$ cat src/rtl/reg_file_wb_pkg.sv
// Shared bus widths, types and constants for the write-back register file.
package reg_file_wb_pkg;

  localparam int DATA_BUS_WIDTH     = 32;
  localparam int REG_ADDR_BUS_WIDTH = 5;

  typedef logic [DATA_BUS_WIDTH-1:0]     data_bus_t;
  typedef logic [REG_ADDR_BUS_WIDTH-1:0] reg_addr_bus_t;

  localparam reg_addr_bus_t REG_ZERO = 5'd0;

  // A write only commits when enabled and not aimed at the hardwired zero register.
  function automatic logic eff_write(input logic en, input reg_addr_bus_t addr);
    return en && (addr != REG_ZERO);
  endfunction

endpackage

$ cat src/rtl/reg_file_wb_if.sv
// MEM/WB write-back, ID read-port and debug-trace signals of the register file.
interface reg_file_wb_if
  import reg_file_wb_pkg::*;
#(
  parameter int DATA_WIDTH = DATA_BUS_WIDTH,
  parameter int ADDR_WIDTH = REG_ADDR_BUS_WIDTH
);

  logic                  write_reg_en;
  logic [ADDR_WIDTH-1:0] write_reg_addr;
  logic [DATA_WIDTH-1:0] result;
  logic [31:0]           wb_pc;

  logic                  read_en_1;
  logic [ADDR_WIDTH-1:0] read_addr_1;
  logic [DATA_WIDTH-1:0] read_data_1;
  logic                  read_en_2;
  logic [ADDR_WIDTH-1:0] read_addr_2;
  logic [DATA_WIDTH-1:0] read_data_2;

  logic [31:0]           debug_wb_pc;
  logic [3:0]            debug_wb_rf_wen;
  logic [ADDR_WIDTH-1:0] debug_wb_rf_wnum;
  logic [DATA_WIDTH-1:0] debug_wb_rf_wdata;

  // Pipeline / ID side: drives write-back and read requests, observes data and trace.
  modport master (
    output write_reg_en, write_reg_addr, result, wb_pc,
    output read_en_1, read_addr_1, read_en_2, read_addr_2,
    input  read_data_1, read_data_2,
    input  debug_wb_pc, debug_wb_rf_wen, debug_wb_rf_wnum, debug_wb_rf_wdata
  );

  // Register file side.
  modport slave (
    input  write_reg_en, write_reg_addr, result, wb_pc,
    input  read_en_1, read_addr_1, read_en_2, read_addr_2,
    output read_data_1, read_data_2,
    output debug_wb_pc, debug_wb_rf_wen, debug_wb_rf_wnum, debug_wb_rf_wdata
  );

endinterface

$ cat src/rtl/reg_file_wb_read_port.sv
// One combinational read port: enable gating, r0 forcing, write-back bypass, array data.
module reg_file_wb_read_port
  import reg_file_wb_pkg::*;
#(
  parameter int DATA_WIDTH = DATA_BUS_WIDTH,
  parameter int ADDR_WIDTH = REG_ADDR_BUS_WIDTH
) (
  input  logic                  read_en,
  input  logic [ADDR_WIDTH-1:0] read_addr,
  input  logic                  we,
  input  logic [ADDR_WIDTH-1:0] write_addr,
  input  logic [DATA_WIDTH-1:0] write_data,
  input  logic [DATA_WIDTH-1:0] array_data,
  output logic [DATA_WIDTH-1:0] read_data
);

  // Priority mux: disabled or r0 reads give 0, a matching write-back wins over the array.
  always_comb begin
    read_data = '0;
    if (!read_en || (read_addr == '0)) begin
      read_data = '0;
    end else if (we && (read_addr == write_addr)) begin
      read_data = write_data;
    end else begin
      read_data = array_data;
    end
  end

endmodule

$ cat src/rtl/reg_file_wb.sv
// Write-back stage register file: 32 x 32 storage, two bypassed read ports, debug trace.
module reg_file_wb
  import reg_file_wb_pkg::*;
#(
  parameter int DATA_WIDTH = DATA_BUS_WIDTH,
  parameter int ADDR_WIDTH = REG_ADDR_BUS_WIDTH,
  parameter int REG_COUNT  = 2 ** ADDR_WIDTH
) (
  input logic         clk,
  input logic         rst,
  reg_file_wb_if.slave bus
);

  logic [DATA_WIDTH-1:0] regs [REG_COUNT];
  logic                  we;

  assign we = eff_write(bus.write_reg_en, bus.write_reg_addr);

  // Storage: reset clears everything and overrides a concurrent write; r0 is never written.
  always_ff @(posedge clk) begin
    if (rst) begin
      for (int i = 0; i < REG_COUNT; i++) begin
        regs[i] <= '0;
      end
    end else if (we) begin
      regs[bus.write_reg_addr] <= bus.result;
    end
  end

  reg_file_wb_read_port #(
    .DATA_WIDTH(DATA_WIDTH),
    .ADDR_WIDTH(ADDR_WIDTH)
  ) u_read_port_1 (
    .read_en   (bus.read_en_1),
    .read_addr (bus.read_addr_1),
    .we        (we),
    .write_addr(bus.write_reg_addr),
    .write_data(bus.result),
    .array_data(regs[bus.read_addr_1]),
    .read_data (bus.read_data_1)
  );

  reg_file_wb_read_port #(
    .DATA_WIDTH(DATA_WIDTH),
    .ADDR_WIDTH(ADDR_WIDTH)
  ) u_read_port_2 (
    .read_en   (bus.read_en_2),
    .read_addr (bus.read_addr_2),
    .we        (we),
    .write_addr(bus.write_reg_addr),
    .write_data(bus.result),
    .array_data(regs[bus.read_addr_2]),
    .read_data (bus.read_data_2)
  );

  // Debug trace mirrors the current WB cycle; write enables are suppressed while in reset.
  always_comb begin
    bus.debug_wb_pc       = bus.wb_pc;
    bus.debug_wb_rf_wen   = rst ? 4'b0000 : {4{we}};
    bus.debug_wb_rf_wnum  = bus.write_reg_addr;
    bus.debug_wb_rf_wdata = bus.result;
  end

endmodule

$ cat src/flat_wrapper.sv
// flat-port wrapper written by rule: the top's interface ports become plain ports
module reg_file_wb_flat import reg_file_wb_pkg::*;
#(
  parameter int DATA_WIDTH = DATA_BUS_WIDTH,
  parameter int ADDR_WIDTH = REG_ADDR_BUS_WIDTH,
  parameter int REG_COUNT  = 2 ** ADDR_WIDTH
)
  (clk, rst, bus_write_reg_en, bus_write_reg_addr, bus_result, bus_wb_pc, bus_read_en_1, bus_read_addr_1, bus_read_en_2, bus_read_addr_2, bus_read_data_1, bus_read_data_2, bus_debug_wb_pc, bus_debug_wb_rf_wen, bus_debug_wb_rf_wnum, bus_debug_wb_rf_wdata);
  reg_file_wb_if #(.DATA_WIDTH(DATA_WIDTH), .ADDR_WIDTH(ADDR_WIDTH)) bus_i ();
  input logic clk;
  input logic rst;
  input wire logic [$bits(bus_i.write_reg_en)-1:0] bus_write_reg_en;
  input wire logic [$bits(bus_i.write_reg_addr)-1:0] bus_write_reg_addr;
  input wire logic [$bits(bus_i.result)-1:0] bus_result;
  input wire logic [$bits(bus_i.wb_pc)-1:0] bus_wb_pc;
  input wire logic [$bits(bus_i.read_en_1)-1:0] bus_read_en_1;
  input wire logic [$bits(bus_i.read_addr_1)-1:0] bus_read_addr_1;
  input wire logic [$bits(bus_i.read_en_2)-1:0] bus_read_en_2;
  input wire logic [$bits(bus_i.read_addr_2)-1:0] bus_read_addr_2;
  output wire logic [$bits(bus_i.read_data_1)-1:0] bus_read_data_1;
  output wire logic [$bits(bus_i.read_data_2)-1:0] bus_read_data_2;
  output wire logic [$bits(bus_i.debug_wb_pc)-1:0] bus_debug_wb_pc;
  output wire logic [$bits(bus_i.debug_wb_rf_wen)-1:0] bus_debug_wb_rf_wen;
  output wire logic [$bits(bus_i.debug_wb_rf_wnum)-1:0] bus_debug_wb_rf_wnum;
  output wire logic [$bits(bus_i.debug_wb_rf_wdata)-1:0] bus_debug_wb_rf_wdata;
  assign bus_i.write_reg_en = bus_write_reg_en;
  assign bus_i.write_reg_addr = bus_write_reg_addr;
  assign bus_i.result = bus_result;
  assign bus_i.wb_pc = bus_wb_pc;
  assign bus_i.read_en_1 = bus_read_en_1;
  assign bus_i.read_addr_1 = bus_read_addr_1;
  assign bus_i.read_en_2 = bus_read_en_2;
  assign bus_i.read_addr_2 = bus_read_addr_2;
  assign bus_read_data_1 = bus_i.read_data_1;
  assign bus_read_data_2 = bus_i.read_data_2;
  assign bus_debug_wb_pc = bus_i.debug_wb_pc;
  assign bus_debug_wb_rf_wen = bus_i.debug_wb_rf_wen;
  assign bus_debug_wb_rf_wnum = bus_i.debug_wb_rf_wnum;
  assign bus_debug_wb_rf_wdata = bus_i.debug_wb_rf_wdata;
  reg_file_wb #(.DATA_WIDTH(DATA_WIDTH), .ADDR_WIDTH(ADDR_WIDTH), .REG_COUNT(REG_COUNT)) u_core (.clk(clk), .rst(rst), .bus(bus_i));
endmodule
$ cat config.mk
export PLATFORM = sky130hd
export DESIGN_NAME = reg_file_wb_flat
export DESIGN_NICKNAME = d
export VERILOG_FILES = /design/src/rtl/reg_file_wb_pkg.sv /design/src/rtl/reg_file_wb_if.sv /design/src/rtl/reg_file_wb_read_port.sv /design/src/rtl/reg_file_wb.sv /design/src/flat_wrapper.sv
export SDC_FILE = /design/constraint.sdc
export NUM_CORES = 2
export LEC_CHECK = 0
export CAP_MARGIN = 20
export CORE_ASPECT_RATIO = 1.5
export CORE_MARGIN = 8
export CORE_UTILIZATION = 25
export DETAILED_ROUTE_END_ITERATION = 6
export HOLD_SLACK_MARGIN = 0.15
export REMOVE_ABC_BUFFERS = 1
export SYNTH_ARGS = -nofsm -noshare
export SYNTH_HDL_FRONTEND = slang
export SYNTH_SLANG_ARGS = --single-unit
$ cat constraint.sdc
create_clock -name clk -period 7.3 [get_ports clk]
set_input_delay 2.19 -clock clk [delete_from_list [all_inputs] [get_ports clk]]
set_output_delay 2.19 -clock clk [all_outputs]
set_load 0.01 [all_outputs]
After elaboration in Yosys (flattened, before gate mapping)

Memory sizes are Yosys's and may differ from the RTL's.
Index checks and enable logic that the tools add are counted.

Memories kept: 1
Logic and storage cells: 27
Output and inout bits: 137
Memory bits (writable): 1024
Bits of input ports: 84
Flip-flop bits (word level): 0

Muxes and demuxes: 13
Reductions and logical operators: 11
Equal/unequal tests: 2

Memory list:

| name        | depth | bits a word | rd ports | clocked after Yosys merged registers in | wr ports | RTL line          | text |
|---|---|---|---|---|---|---|---|
| u_core.regs | 32    | 32          | 2        | 0                                       | 32       | reg_file_wb.sv:14 | `logic [DATA_WIDTH-1:0] regs [REG_COUNT];` |

Operator list:

| cell                | count |
|---|---|
| 2-to-1 mux 32 bit   | 5 |
| OR reduction 32 bit | 1 |
| equality test 5 bit | 2 |
| logical NOT 5 bit   | 2 |
| 2-to-1 mux 1 bit    | 6 |
| 2-to-1 mux 5 bit    | 1 |
| nonzero test 5 bit  | 1 |
| 2-to-1 mux 4 bit    | 1 |
| logical AND 1 bit   | 3 |
| logical NOT 1 bit   | 2 |
| logical OR 1 bit    | 2 |

Logic depth before layout (Yosys ltp)

Depth after elaboration: 7
Mapped depth: 10

Hierarchy

Synthesis repeated with hierarchy kept, for this count alone.

Cells, all modules: 4922
Area, all modules: 58219.6 µm²

Modules (own cells, without submodules):

| module                | cells each | area each (µm²) | seq. area each (µm²) | times used |
|---|---|---|---|---|
| reg_file_wb           | 4676       | 56778.2         | 30749.5              | 1 |
| reg_file_wb_read_port | 123        | 720.7           | 0.0                  | 2 |

Least setup slack after synthesis

Ideal clock, no wire load.

Kind: input to output
Start point: input bus_read_addr_2[3]
End point: output bus_read_data_2[13]
Stages on the path: 6
Setup slack: 1.224 ns
Buffers on the path: 3
Arrival: 3.886 ns
Path through: clkbuf_1 -> clkbuf_1 -> clkbuf_1 -> mux2i_1 -> nor2_1 -> nor4_1

Longest elaborated chain between the ends: 4
Elaborated cells between the ends (all ways): 7

Ends and longest elaborated chain:

| element                                                                           | RTL line                    | text |
|---|---|---|
| start, declared                                                                   | flat_wrapper.sv:19          | `input wire logic [$bits(bus_i.read_addr_2)-1:0] bus_read_addr_2;` |
| parallel branches: the longest is 3 deep, another holds memory read (32 x 32 bit) | --                          |  |
| 2-to-1 mux 32 bit (*)                                                             | reg_file_wb_read_port.sv:20 | `if (!read_en \|\| (read_addr == '0)) begin` |
| end, declared                                                                     | flat_wrapper.sv:21          | `output wire logic [$bits(bus_i.read_data_2)-1:0] bus_read_data_2;` |

Every way passes the cells marked *.

Final worst setup path

Start point: input bus_write_reg_addr[2]
End point: output bus_read_data_2[28]

Longest elaborated chain between the ends: 5
Elaborated cells between the ends (all ways): 6

Ends and longest elaborated chain:

| element               | RTL line                    | text |
|---|---|---|
| start, declared       | flat_wrapper.sv:13          | `input wire logic [$bits(bus_i.write_reg_addr)-1:0] bus_write_reg_addr;` |
| nonzero test 5 bit    | reg_file_wb_pkg.sv:14       | `return en && (addr != REG_ZERO);` |
| logical AND 1 bit     | reg_file_wb_pkg.sv:14       |  |
| logical AND 1 bit (*) | reg_file_wb_read_port.sv:22 | `end else if (we && (read_addr == write_addr)) begin` |
| 2-to-1 mux 32 bit (*) | reg_file_wb_read_port.sv:22 |  |
| 2-to-1 mux 32 bit (*) | reg_file_wb_read_port.sv:20 |  |

Mark *: on every way between the ends. The rest lies on a longest branch, timed or not.

==> metrics.cfg <==
[cts]
cts_hold_buffers = 0
cts_tree = built
ctsLongestPathBuffers = 3
numCtsBuffers = 97
path_clk_slew_ns = 0.06
cts-root-buf = clkbuf_16
cts_sinks = 1024
ctsHtreeMaxLevel = 3

[logic_synthesis]
synth.most_common_cell = edfxtp_1
synth-main-ff-cell = edfxtp_1
synth.avg_cell_area_um2 = 15.04
syn-cell-area_um2 = 55710
ys_types = 50
ys_ff_latch = 1024
yosysWarnings = 0
synth_edf_count = 1024
synth.area.top_cells = edfxtp_1 (55%), mux4_2 (21%), and2_1 (11%)
ys_async_sr_fraction = 0
netlist_instances = 3703
netlist.area_leader.share = 0.5520
synth_top_area_cell = edfxtp_1
seq_area_frac_synth = 0.5520
synth_commonest_cells = edfxtp_1 (1024), and2_1 (961), mux4_2 (510), clkbuf_1 (265), mux2i_1 (160)

[placed_design]
place_congestion = 0.8363
io_buffers = 156
placed_cells = 6589
hpwl_um = 138100
place_area_um2 = 61730

[sta]
hold_viol_final = 0
finalWorstPathRequiredPeriod_ns = 7.233
fin_crit_sh = 0.9909
tightest_slew_ns = 1.122
rsz0062_at_grt = false
final_max_slew_viol_count = 0
setup_tns_ns = 0
finalSetupViolCount = 0
clock.fmax_mhz = 138.2
maxSlewHeadroom = 0.2521

[drt]
drtPass1Iterations = 5
num_vias = 35650
wl_per_cell_um = 31.81
drc = 0
wl_um = 215700
drtIter0Drc = 4125
ant_nets = 0
via_per_inst = 5.257

[power_and_ir_drop]
peakVddDrop_v = 0.0001921
leakage_nw = 21.88
pwr-share-comb = 0.145
p_sw_frac = 0.2616
seq_power_share = 0.484
power.internal_w = 0.01059
clkPwrFrac = 0.371
p_sw_w = 0.003754
power_w = 0.01435
powerDensity_nw_per_um2 = 220.4

[worst_setup_path]
worstPathCellList = clkdlybuf4s50_1, or3_1, o31a_4, nand3_2, buf_12, buf_4, nor2_1, nor4_2, clkdlybuf4s50_1
crit_buf_inv = 4
crit_family = buffers and inverters
start_kind = primary input
crit_required_ns = 5.11
path_class = primary input to primary output
endpoint_kind = primary output
arrival_ns = 5.04
max_stage_delay_ns = 0.63
crit_fanout = 12
cp_common_cell = clkdlybuf4s50_1
slowest_stage = clkdlybuf4s50_1

[die]
rows = 212
initial_core_util = 0.2509
chipHeight_um = 594.1
core_area_um2 = 222000
dieWidth_um = 401.4
die_area_um2 = 238500
io_pins = 221

[cells_and_area]
finalInstanceArea_um2 = 65100
stdcell_count = 6781
layout-drive-gt1-share = 0.2775
largest_reg_flops = 1024
fillers = 21760
reg.largest.list = u_core.regs (1024)
area_growth_pct = 16.86
regMostFlops = u_core.regs
fin_nets = 3884

[flow_run]
drv_cap = 0

[hold_path]
holdPathEnd = u_core.regs[0][11]$_SDFFCE_PN0P_
whs_path_depth = 1
min_from = rst
hp-class = primary input to flip-flop

[global_routing]
grtUsageTotal = 0.1734
grt_pass1_wl_um = 293900
antenna_found_initial = 20
grt_pass1_vias = 37220
grt-ovfl-total = 0
grt_start_max_net_pins = 61

[status]
status = completed

==> metrics by stage <==
stage | utilization | hold slack [ns] | setup slack [ns]
after floorplan | - | 2.303 | 1.066
after global placement | 0.2780 | 2.456 | -0.1598
after detailed placement | 0.2780 | 2.462 | -0.1599
after CTS | 0.2927 | 1.693 | 0.02505
after global routing | 0.2931 | 1.726 | 0.004330
final | 0.2932 | 1.737 | 0.06658
==> routing by layer <==
| layer | up-vias | wire length [um] | global-route usage |
|---|---|---|---|
| li1 | 14270 | - | - |
| met5 | - | 27 | 0 |
| met3 | 577 | 18480 | 0.03597 |
| met1 | 18770 | 74260 | 0.1937 |
| met2 | 2026 | 109500 | 0.3073 |
| met4 | 4 | 13430 | 0.09685 |
==> worst max-delay path by stage <==
stage	start	depth (start not counted)	end	slack, ns
2_1_floorplan	bus_read_addr_1[0]	5	bus_read_data_1[11]	1.07
3_3_place_gp	bus_write_reg_addr[2]	10	bus_read_data_2[1]	-0.16
3_5_place_dp	bus_write_reg_addr[2]	10	bus_read_data_2[1]	-0.16
4_1_cts	bus_write_reg_addr[0]	8	bus_read_data_2[24]	0.03
5_1_grt	bus_write_reg_addr[3]	10	bus_read_data_2[1]	0.004
6_report	bus_write_reg_addr[2]	9	bus_read_data_2[28]	0.07
==> cell usage in the layout, fill, tap and decap left out, types with 33 or more instances in the layout <==
master           count
clkbuf_16           97
edfxtp_1          1024
mux2i_1            160
nor2_1             130
clkdlybuf4s50_1    146
or2_2               33
mux4_2             510
nand2_1             38
o22ai_1            125
and2_1             961
buf_12              59
buf_4              224
==> layout make-up <==
type | count | area (um2) | share of cell area
Antenna cell | 14 | 35.03 | 0.0005382
Clock buffer | 110 | 2476 | 0.03804
Clock inverter | 67 | 763.2 | 0.01172
Inverter | 6 | 22.52 | 0.0003460
Multi-Input combinational cell | 2235 | 23010 | 0.3535
Sequential cell | 1024 | 30750 | 0.4723
Tap cell | 2889 | 3615 | 0.05553
Timing Repair Buffer | 436 | 4424 | 0.06796
==> power by group through the flow <==
| stage | Combinational (W) | Clock, W | Sequential [W] |
|---|---|---|---|
| 3_3_place_gp | 0.00209 | 0 | 0.00703 |
| 5_1_grt | 0.00217 | 0.00554 | 0.00698 |
| 6_report | 0.00208 | 0.00532 | 0.00694 |
| 4_1_cts | 0.00210 | 0.00536 | 0.00694 |
| 2_1_floorplan | 0.000925 | 0 | 0.00700 |
| 3_5_place_dp | 0.00209 | 0 | 0.00707 |
==> cell families (layout without fill, tap and decap cells) <==
group           Yosys count  in the layout  synth area share
buf+inv                 475            619           0.04267
compound gates          205            205           0.02619
simple gates           1286           1286            0.1361
other cells               1             46        0.00006732
mux                     702            702            0.2414
xor+xnor                 10             10          0.001572
flops                  1024           1024            0.5520
==> repair_timing <==
| action | CTS | global route |
|---|---|---|
| gates resized for setup | 3 | 10 |
| buffers inserted | 0 | 0 |
| pin swaps | 1 | 0 |
| setup endpoints to repair | 3 | 11 |
Power figures use the tool's default switching activity.
